### src/rtl/alu_pkg.sv
// ALU op codes, port ids and slot state shared by the ALU arbiter slice.
// Provides is_legal_op() used to flag unsupported op codes.
package alu_pkg;

   localparam int ALU_OP_W = 4;

   localparam logic [ALU_OP_W-1:0] OP_AND = 4'b0000;
   localparam logic [ALU_OP_W-1:0] OP_OR  = 4'b0001;
   localparam logic [ALU_OP_W-1:0] OP_ADD = 4'b0010;
   localparam logic [ALU_OP_W-1:0] OP_SUB = 4'b0110;
   localparam logic [ALU_OP_W-1:0] OP_NOR = 4'b1100;

   localparam logic PORT0 = 1'b0;
   localparam logic PORT1 = 1'b1;

   typedef enum logic {
      EMPTY = 1'b0,
      FULL  = 1'b1
   } slot_state_t;

   function automatic logic is_legal_op(
      input logic [ALU_OP_W-1:0] op
   );
      return (op == OP_AND) || (op == OP_OR) ||
             (op == OP_ADD) || (op == OP_SUB) ||
             (op == OP_NOR);
   endfunction

endpackage

### src/rtl/ALU_64_bit.sv
// Combinational ALU: AND/OR/ADD/SUB/NOR, wrapping arithmetic.
// Ports: a, b, alu_op in; result, zero out. Unknown ops give 0.
module ALU_64_bit
   import alu_pkg::*;
#(
   parameter int WIDTH = 64,
   parameter int OP_W  = 4
) (
   input  logic [WIDTH-1:0] a,
   input  logic [WIDTH-1:0] b,
   input  logic [OP_W-1:0]  alu_op,
   output logic [WIDTH-1:0] result,
   output logic             zero
);

   always_comb begin
      result = '0;
      case (alu_op)
         OP_AND:  result = a & b;
         OP_OR:   result = a | b;
         OP_ADD:  result = a + b;
         OP_SUB:  result = a - b;
         OP_NOR:  result = ~(a | b);
         default: result = '0;
      endcase
      zero = (result == '0);
   end

endmodule

### src/rtl/alu_rr_arb2.sv
// Two-way round-robin grant with its own pointer register.
// Ports: clk, reset_n, valid0/1, fire in; grant, grant_vld out.
module alu_rr_arb2
   import alu_pkg::*;
(
   input  logic clk,
   input  logic reset_n,
   input  logic valid0,
   input  logic valid1,
   input  logic fire,
   output logic grant,
   output logic grant_vld
);

   logic rr_ptr;

   // Pointer only matters under contention; a lone
   // requester wins regardless of where it points.
   assign grant_vld = valid0 | valid1;
   assign grant     = (valid0 & valid1) ? rr_ptr : valid1;

   always_ff @(posedge clk) begin
      if (!reset_n) begin
         rr_ptr <= PORT0;
      end else if (fire) begin
         rr_ptr <= ~grant;
      end
   end

endmodule

### src/rtl/alu_share_arbiter.sv
// Shares one ALU between two requesters with a one-entry result slot.
// Ports: req0/1 (valid/ready/a/b/op), rsp0/1 (valid/ready/result/zero/err), grant_cnt0/1.
module alu_share_arbiter
   import alu_pkg::*;
#(
   parameter int WIDTH = 64,
   parameter int OP_W  = 4,
   parameter int CNT_W = 16
) (
   input  logic             clk,
   input  logic             reset_n,
   input  logic             req0_valid,
   output logic             req0_ready,
   input  logic [WIDTH-1:0] req0_a,
   input  logic [WIDTH-1:0] req0_b,
   input  logic [OP_W-1:0]  req0_op,
   input  logic             req1_valid,
   output logic             req1_ready,
   input  logic [WIDTH-1:0] req1_a,
   input  logic [WIDTH-1:0] req1_b,
   input  logic [OP_W-1:0]  req1_op,
   output logic             rsp0_valid,
   input  logic             rsp0_ready,
   output logic [WIDTH-1:0] rsp0_result,
   output logic             rsp0_zero,
   output logic             rsp0_err,
   output logic             rsp1_valid,
   input  logic             rsp1_ready,
   output logic [WIDTH-1:0] rsp1_result,
   output logic             rsp1_zero,
   output logic             rsp1_err,
   output logic [CNT_W-1:0] grant_cnt0,
   output logic [CNT_W-1:0] grant_cnt1
);

   slot_state_t      state, state_nxt;
   logic             owner;
   logic [WIDTH-1:0] slot_result;
   logic             slot_zero;
   logic             slot_err;

   logic             grant, grant_vld;
   logic             owner_ready;
   logic             can_accept;
   logic             fire;
   logic [WIDTH-1:0] mux_a, mux_b, alu_result;
   logic [OP_W-1:0]  mux_op;
   logic             alu_zero;

   alu_rr_arb2 u_arb (
      .clk       (clk),
      .reset_n   (reset_n),
      .valid0    (req0_valid),
      .valid1    (req1_valid),
      .fire      (fire),
      .grant     (grant),
      .grant_vld (grant_vld)
   );

   assign mux_a  = grant ? req1_a  : req0_a;
   assign mux_b  = grant ? req1_b  : req0_b;
   assign mux_op = grant ? req1_op : req0_op;

   ALU_64_bit #(
      .WIDTH (WIDTH),
      .OP_W  (OP_W)
   ) u_alu (
      .a      (mux_a),
      .b      (mux_b),
      .alu_op (mux_op),
      .result (alu_result),
      .zero   (alu_zero)
   );

   // Draining and refilling in the same cycle keeps one op per clock.
   assign owner_ready = owner ? rsp1_ready : rsp0_ready;
   assign can_accept  = (state == EMPTY) |
                        ((state == FULL) & owner_ready);
   assign fire        = can_accept & grant_vld;

   assign req0_ready = fire & (grant == PORT0);
   assign req1_ready = fire & (grant == PORT1);

   always_ff @(posedge clk) begin
      if (!reset_n) begin
         state <= EMPTY;
      end else begin
         state <= state_nxt;
      end
   end

   always_comb begin
      state_nxt = state;
      case (state)
         EMPTY: begin
            if (fire) state_nxt = FULL;
         end
         FULL: begin
            if (fire)             state_nxt = FULL;
            else if (owner_ready) state_nxt = EMPTY;
         end
         default: state_nxt = EMPTY;
      endcase
   end

   always_ff @(posedge clk) begin
      if (!reset_n) begin
         owner       <= PORT0;
         slot_result <= '0;
         slot_zero   <= 1'b0;
         slot_err    <= 1'b0;
      end else if (fire) begin
         owner       <= grant;
         slot_result <= alu_result;
         slot_zero   <= alu_zero;
         slot_err    <= ~is_legal_op(mux_op);
      end
   end

   always_ff @(posedge clk) begin
      if (!reset_n) begin
         grant_cnt0 <= '0;
         grant_cnt1 <= '0;
      end else if (fire) begin
         if (grant == PORT0 && !(&grant_cnt0))
            grant_cnt0 <= grant_cnt0 + CNT_W'(1);
         if (grant == PORT1 && !(&grant_cnt1))
            grant_cnt1 <= grant_cnt1 + CNT_W'(1);
      end
   end

   assign rsp0_valid  = (state == FULL) & (owner == PORT0);
   assign rsp1_valid  = (state == FULL) & (owner == PORT1);
   assign rsp0_result = slot_result;
   assign rsp1_result = slot_result;
   assign rsp0_zero   = slot_zero;
   assign rsp1_zero   = slot_zero;
   assign rsp0_err    = slot_err;
   assign rsp1_err    = slot_err;

endmodule

### config.mk
export PLATFORM = sky130hd
export DESIGN_NAME = alu_share_arbiter
export DESIGN_NICKNAME = d
export VERILOG_FILES = /design/src/rtl/alu_pkg.sv /design/src/rtl/ALU_64_bit.sv /design/src/rtl/alu_rr_arb2.sv /design/src/rtl/alu_share_arbiter.sv
export SDC_FILE = /design/constraint.sdc
export NUM_CORES = 1
export LEC_CHECK = 0
export ABC_AREA = 0
export BUFFER_PORTS_ARGS = -buffer_cell sky130_fd_sc_hd__buf_4
export CORE_AREA = 2 2 171 173
export CTS_CLUSTER_DIAMETER = 100
export CTS_CLUSTER_SIZE = 12
export DETAILED_ROUTE_END_ITERATION = 12
export DIE_AREA = 0 0 173 175
export PLACE_DENSITY = 0.79
export SKIP_CTS_REPAIR_TIMING = 1
export SLEW_MARGIN = 0
export SYNTH_ARGS = -nofsm -noshare
export SYNTH_HDL_FRONTEND = slang
export SYNTH_HIERARCHICAL = 1
export SYNTH_SLANG_ARGS = --single-unit
### constraint.sdc
create_clock -name clk -period 21.5 [get_ports clk]
set_input_delay 4.3 -clock clk [delete_from_list [all_inputs] [get_ports clk]]
set_output_delay 4.3 -clock clk [all_outputs]
set_load 0.01 [all_outputs]
## Yosys cells after proc, flatten, opt, wreduce, memory -nomap -nowiden

Cells that the tools add are included.

| word-level totals | value |
|---|---|
| memories | 0 |
| output and inout port bits | 168 |
| register bits | 101 |
| input bits | 270 |
| bits in latches | 0 |
| word-level logic and storage cells | 56 |
| bits in writable memories | 0 |
| bits in read-only memories | 0 |

| operators by class | value |
|---|---|
| mux-type cells | 10 |
| order comparisons | 0 |
| equality and inequality tests | 4 |
| reductions and logical operators | 14 |
| shifts and indexed selects | 0 |
| bitwise gates (word level) | 16 |
| divide/modulo/power cells | 0 |
| add/sub/neg operators | 4 |
| $mul | 0 |

Operators by type and width:

| kind | number |
|---|---|
| $pmux 64 s5 | 1 |
| $mux 64 | 2 |
| $add 64x64->64 | 1 |
| $and 64x64->64 | 1 |
| $logic_not 64->1 | 1 |
| $not 64->64 | 1 |
| $or 64x64->64 | 1 |
| $sub 64x64->64 | 1 |
| $add 16x1->16 const B | 2 |
| $reduce_and 16->1 | 2 |
| $and 1x1->1 | 7 |
| $mux 1 | 5 |
| $eq 4x1->1 const B | 1 |
| $eq 4x2->1 const B | 1 |
| $eq 4x3->1 const B | 1 |
| $eq 4x4->1 const B | 1 |
| $logic_not 4->1 | 1 |
| $logic_or 1x1->1 | 4 |
| $mux 4 | 1 |
| $not 1->1 | 4 |
| $reduce_and 2->1 | 2 |
| $logic_and 1x1->1 | 2 |
| $logic_not 1->1 | 2 |
| $or 1x1->1 | 2 |
| $pmux 1 s2 | 1 |

## Longest topological paths before layout

| logic depth | value |
|---|---|
| depth in word-level cells | 9 |
| gate-level depth with buffers | 34 |
| mapped depth without buffers | 30 |

## Modules after synthesis

Netlist, hierarchy kept.

Modules (own cells, without submodules):

| module | area an instance (um^2) | cells an instance | seq. area each (um^2) | times used |
|---|---|---|---|---|
| ALU_64_bit | 8,296.7 | 1,268 | 0.0 | 1 |
| alu_share_arbiter | 6,075.8 | 712 | 2,001.9 | 1 |
| alu_rr_arb2 | 58.8 | 6 | 20.0 | 1 |

## Worst setup path after synthesis

No wires, ideal clock.

| path | value |
|---|---|
| path kind | in2reg |
| start | input port req0_valid |
| end | register slot_zero, in the netlist rsp0_zero |
| data arrival time | 10.932 ns |
| buffers on the path | 6 |
| setup time | 0.070 ns |
| stages | 32 |
| slack | 10.498 ns |
| required time | 21.430 ns |
| cell sequence | nand2b_4 > and2_2 > buf_2 > clkbuf_1 > clkbuf_1 > mux2_2 > clkbuf_1 > nor4_1 > nand3b_1 > nand2b_1 > or2_2 > clkbuf_1 > nor2_1 > nand2_1 > nor3_1 > a21oi_1 > xnor2_1 > ha_1 > clkbuf_1 > nand4_1 > nor2_1 > nand2_1 > o21ai_0 > o211ai_2 > o211ai_1 > a31oi_1 > or3_1 > or4_1 > nor3_1 > and4b_1 > nand2_1 > a21oi_1 |

| between the ends | value |
|---|---|
| elaborated cells between the ends (all ways) | 19 |
| classes of those cells | add/sub: 2; eq/ne: 4; mux: 5; bitwise: 6; reduce/logical: 2 |

RTL lines:

| element | line | RTL |
|---|---|---|
| start, declared | alu_share_arbiter.sv:12 | `input logic req0_valid,` |
| $and 1x1->1 (*) | alu_rr_arb2.sv:20 | `assign grant = (valid0 & valid1) ? rr_ptr : valid1;` |
| $mux 1 (*) | alu_rr_arb2.sv:20 |  |
| named net grant | alu_share_arbiter.sv:42 | `logic grant, grant_vld;` |
| $mux 64 (*) | alu_share_arbiter.sv:61 | `assign mux_b = grant ? req1_b : req0_b;` |
| named net mux_b[3] | alu_share_arbiter.sv:46 | `logic [WIDTH-1:0] mux_a, mux_b, alu_result;` |
| $sub 64x64->64 or $add 64x64->64 (tied branches) | ALU_64_bit.sv:22, ALU_64_bit.sv:21 |  |
| $pmux 64 s5 (*) | ALU_64_bit.sv:18 | `case (alu_op)` |
| named net alu_result[59] | alu_share_arbiter.sv:46 |  |
| $logic_not 64->1 (*) | ALU_64_bit.sv:26 | `zero = (result == '0);` |
| named net alu_zero | alu_share_arbiter.sv:48 | `logic alu_zero;` |
| end signal, assigned | alu_share_arbiter.sv:115 | `slot_zero <= alu_zero;` |
| end, declared | alu_share_arbiter.sv:39 | `logic slot_zero;` |

Mark *: on every way through the listed nets, which the timed path passes. The rest lies on a longest branch.
A chain may end at the register's enable or synchronous reset.

## Final worst setup path

Ends and elaborated chain as after synthesis.

==> results.cfg <==
[yosys]
ys_warn_count = 6
synth_compound_area_share_pct = 29.50
synth-xor-area-share_pct = 5.826
synth-edff-count = 0
yosys-top-cells-area = dfxtp_1, mux2_2, a21oi_1, nand2_1, ha_1
syn_area_per_cell_um2 = 7.267
syn_nets = 2325
syn_inst = 1986
ys_types = 101
yosysTopAreaCell = dfxtp_1
synthMuxAreaShare_pct = 11.25
synth-main-ff-cell = dfxtp_1
synthSimpleGateAreaFrac_pct = 23.86
ys_ff_latch = 101
synth_fa_ha_area_share_pct = 6.450
yosys.area.top_type_share_pct = 14.01
ys_seq_area_share_pct = 14.01
async_reset_ff_share_pct = 0
synth_top_family_by_area = compound AO/OA/AOI/OAI gates
syn_area_mm2 = 0.01443

[floorplan]
row_count = 62
die_h_um = 175
initial_core_util_pct = 50.83
ios = 438
dieArea_mm2 = 0.03028
fp.coreArea_mm2 = 0.02839
die_w_um = 173

[clock_tree]
root_buffer = clkbuf_16
cts_sinks = 101
clk_path_buf_depth = 2
clk_pin_slew_ns = 0.08
cts_max_level = 3
cts_buffers = 9
cts_tree = done
worstSkewPairLatency_ns = 0.38

[worst_setup_path]
arrival_ns = 12.80
r2r_cells = 25
end_kind = flip-flop
crit_type = in -> reg
path_max_fanout = 82
start_kind = input pin
required_ns = 21.80

[timing]
fin_crit_ns = 12.51
tns_ns = 0
finalSetupViolCount = 0
worst_slew_pin_slew_ns = 1.176
max_slew_margin_pct = 20.93
fin_ws_ns = 8.991
min_period_over_period_pct = 58.18
fmax_mhz = 79.95
slew_violations = 0
rsz0062_at_grt = no
fin_skew_ns = 0.01245
hold_viol_final = 0

[cells_and_area]
antenna_cells = 0
multi_input_area_mm2 = 0.01113
nets = 2587
drive_above_1_share_pct = 28.54
area_growth_pct = 21.36
regArea_mm2 = 0.002022
num-fill-cells = 2693

[drt]
vias_per_cell = 6.482
drtPass1Iterations = 6
avgRoutedWirePerCell_um = 22.64
drtIter0Drc = 1782
vias = 17090
post-route-drc-count = 0
drt_wl_total_um = 59700
drtAntennaViolNets = 0

[grt]
grt_overflow = 0
busiest_layer = met2
use_met3_pct = 4.286
grt_pass1_wl_um = 90580
grt_use_met2_pct = 63.97
antenna_found_initial = 0
use_met1_pct = 47.91
grt_max_degree = 97
gr-usage-all-layers_pct = 37.61
grt_pass1_vias = 15750

[power_and_ir_drop]
vdd_drop_max_uv = 35.93
p_leak_nw = 7.520
p_per_area_mw_per_mm2 = 56.27

[placement]
io_buffer_count = 437
gp_congestion = 1.018
hpwl_um = 46990
place_worst_setup_slack_ns = 8.826

[hold_path]
hold_class = reg -> reg
holdPathStages = 2

[outcome]
status = complete, no violations

[flow_run]
cap_violations = 0
-- cell usage after synthesis (all sizes together) (8+ instances only) --
cell type and count:
nand2 241, a21oi 205, mux2 130, buf 124, nor2 106, o21ai 104
dfxtp 101, nor3 87, a21o 84, clkbuf 77, ha 68, nand4 58
xnor2 52, inv 47, a221oi 44, xor2 44, nand3 42, o31ai 37
nor4 29, or4 29, o211ai 21, a31oi 17, mux2i 16, o21a 15
or3 14, nand2b 13, a221o 10, and4 10, o41ai 10, a211oi 9
and2 9, and3 9, a22oi 8, nand3b 8
-- cell families after synthesis --
group	after synthesis
buffers and inverters	249
adders and majority gates	75
muxes	146
xor gates and xnor gates	96
and+or+nand+nor	684
DFF	101
AOI/OAI and AO/OA	635
-- path summary, 6_finish.rpt --
path	end	startpoint	slack, ns
max reg2reg	rsp0_zero$_SDFFE_PN0P_	u_arb/rr_ptr$_SDFFE_PN0P_	12.62
min	rsp0_result[49]$_SDFFE_PN0P_	rsp0_result[49]$_SDFFE_PN0P_	0.47
max	rsp0_zero$_SDFFE_PN0P_	req0_valid	8.99
min reg2reg	rsp0_result[49]$_SDFFE_PN0P_	rsp0_result[49]$_SDFFE_PN0P_	0.47
-- area by class of cell --
type	instances	share of cell area [%]
multi-input cells	1636	63.57
repair buffers	452	19.37
flip-flops and latches	101	11.54
well taps	384	2.743
clock buffers	10	1.364
inverters	48	1.029
clock inverters	6	0.3715
-- power breakdown --
part           total (mW)  internal [mW]  leakage (nW)  switching (mW)
Clock               0.176         0.0854         0.143          0.0909
Sequential          0.210          0.198         0.820          0.0118
Combinational       0.600          0.236          6.56           0.364
-- metal layers --
layer  wire length (µm)  up-vias
met4               2587        0
met3               4448      148
met2              28500      907
met1              24170     8092
li1                   -     7945
met5                  0        -
-- stage by stage --
stage	hold slack, ns	power, mW	instance area, µm²	cells	util [%]
5_1_grt	0.4919	1.039	17510	2637	61.69
4_1_cts	0.4726	0.9730	17510	2637	61.69
2_1_floorplan	0.4928	0.6147	14430	1986	-
6_report	0.4709	0.9855	17510	2637	61.69
3_3_place_gp	0.4583	0.7931	17210	2621	60.62
3_5_place_dp	0.4610	0.7960	17210	2621	60.62
-- layout by cell type (no fill, tap or decap), types with 7 or more instances in the layout --
cell,n
a211oi_1,9
a21o_1,84
a21oi_1,201
a221o_1,9
a221oi_1,42
a22oi_1,8
a31oi_1,16
and2_1,7
and3_1,8
and4_1,8
buf_4,452
clkbuf_16,9
dfxtp_1,101
ha_1,68
inv_1,46
mux2_2,130
mux2i_1,16
nand2_1,240
nand2b_1,12
nand3_1,42
nand3b_1,7
nand4_1,57
nor2_1,106
nor3_1,87
nor4_1,25
o211ai_1,19
o21a_1,15
o21ai_0,94
o21ai_1,8
o221ai_1,7
o31ai_1,37
o41ai_1,10
or3_1,13
or4_1,29
xnor2_1,52
xor2_1,44
-- flip-flops by register name (all words and copies together) (netlist names) --
name          flops
state             1
owner             1
grant_cnt0       16
rsp0_result      64
grant_cnt1       16
u_arb/rr_ptr      1
rsp0_err          1
rsp0_zero         1
-- worst max-delay path, cell delays in order --
cell	delay, ns
buf_4	0.12
nand2b_4	0.06
and2_4	0.64
buf_4	0.87
mux2_2	0.48
nor4_1	0.67
nand4bb_1	0.30
nor4_2	0.66
nand2_1	0.20
nor2_1	0.33
nand2_1	0.14
o31ai_1	0.49
xor2_1	0.15
ha_1	0.41
a21oi_1	0.13
o21ai_0	0.18
a21oi_1	0.10
or3b_2	0.47
o211ai_1	0.33
a2111o_1	0.24
o211ai_1	0.13
or4_1	0.54
nor4_1	0.36
and4b_1	0.25
nand2_1	0.05
a21oi_1	0.13
No activity file was read; power rests on OpenSTA's default activity.
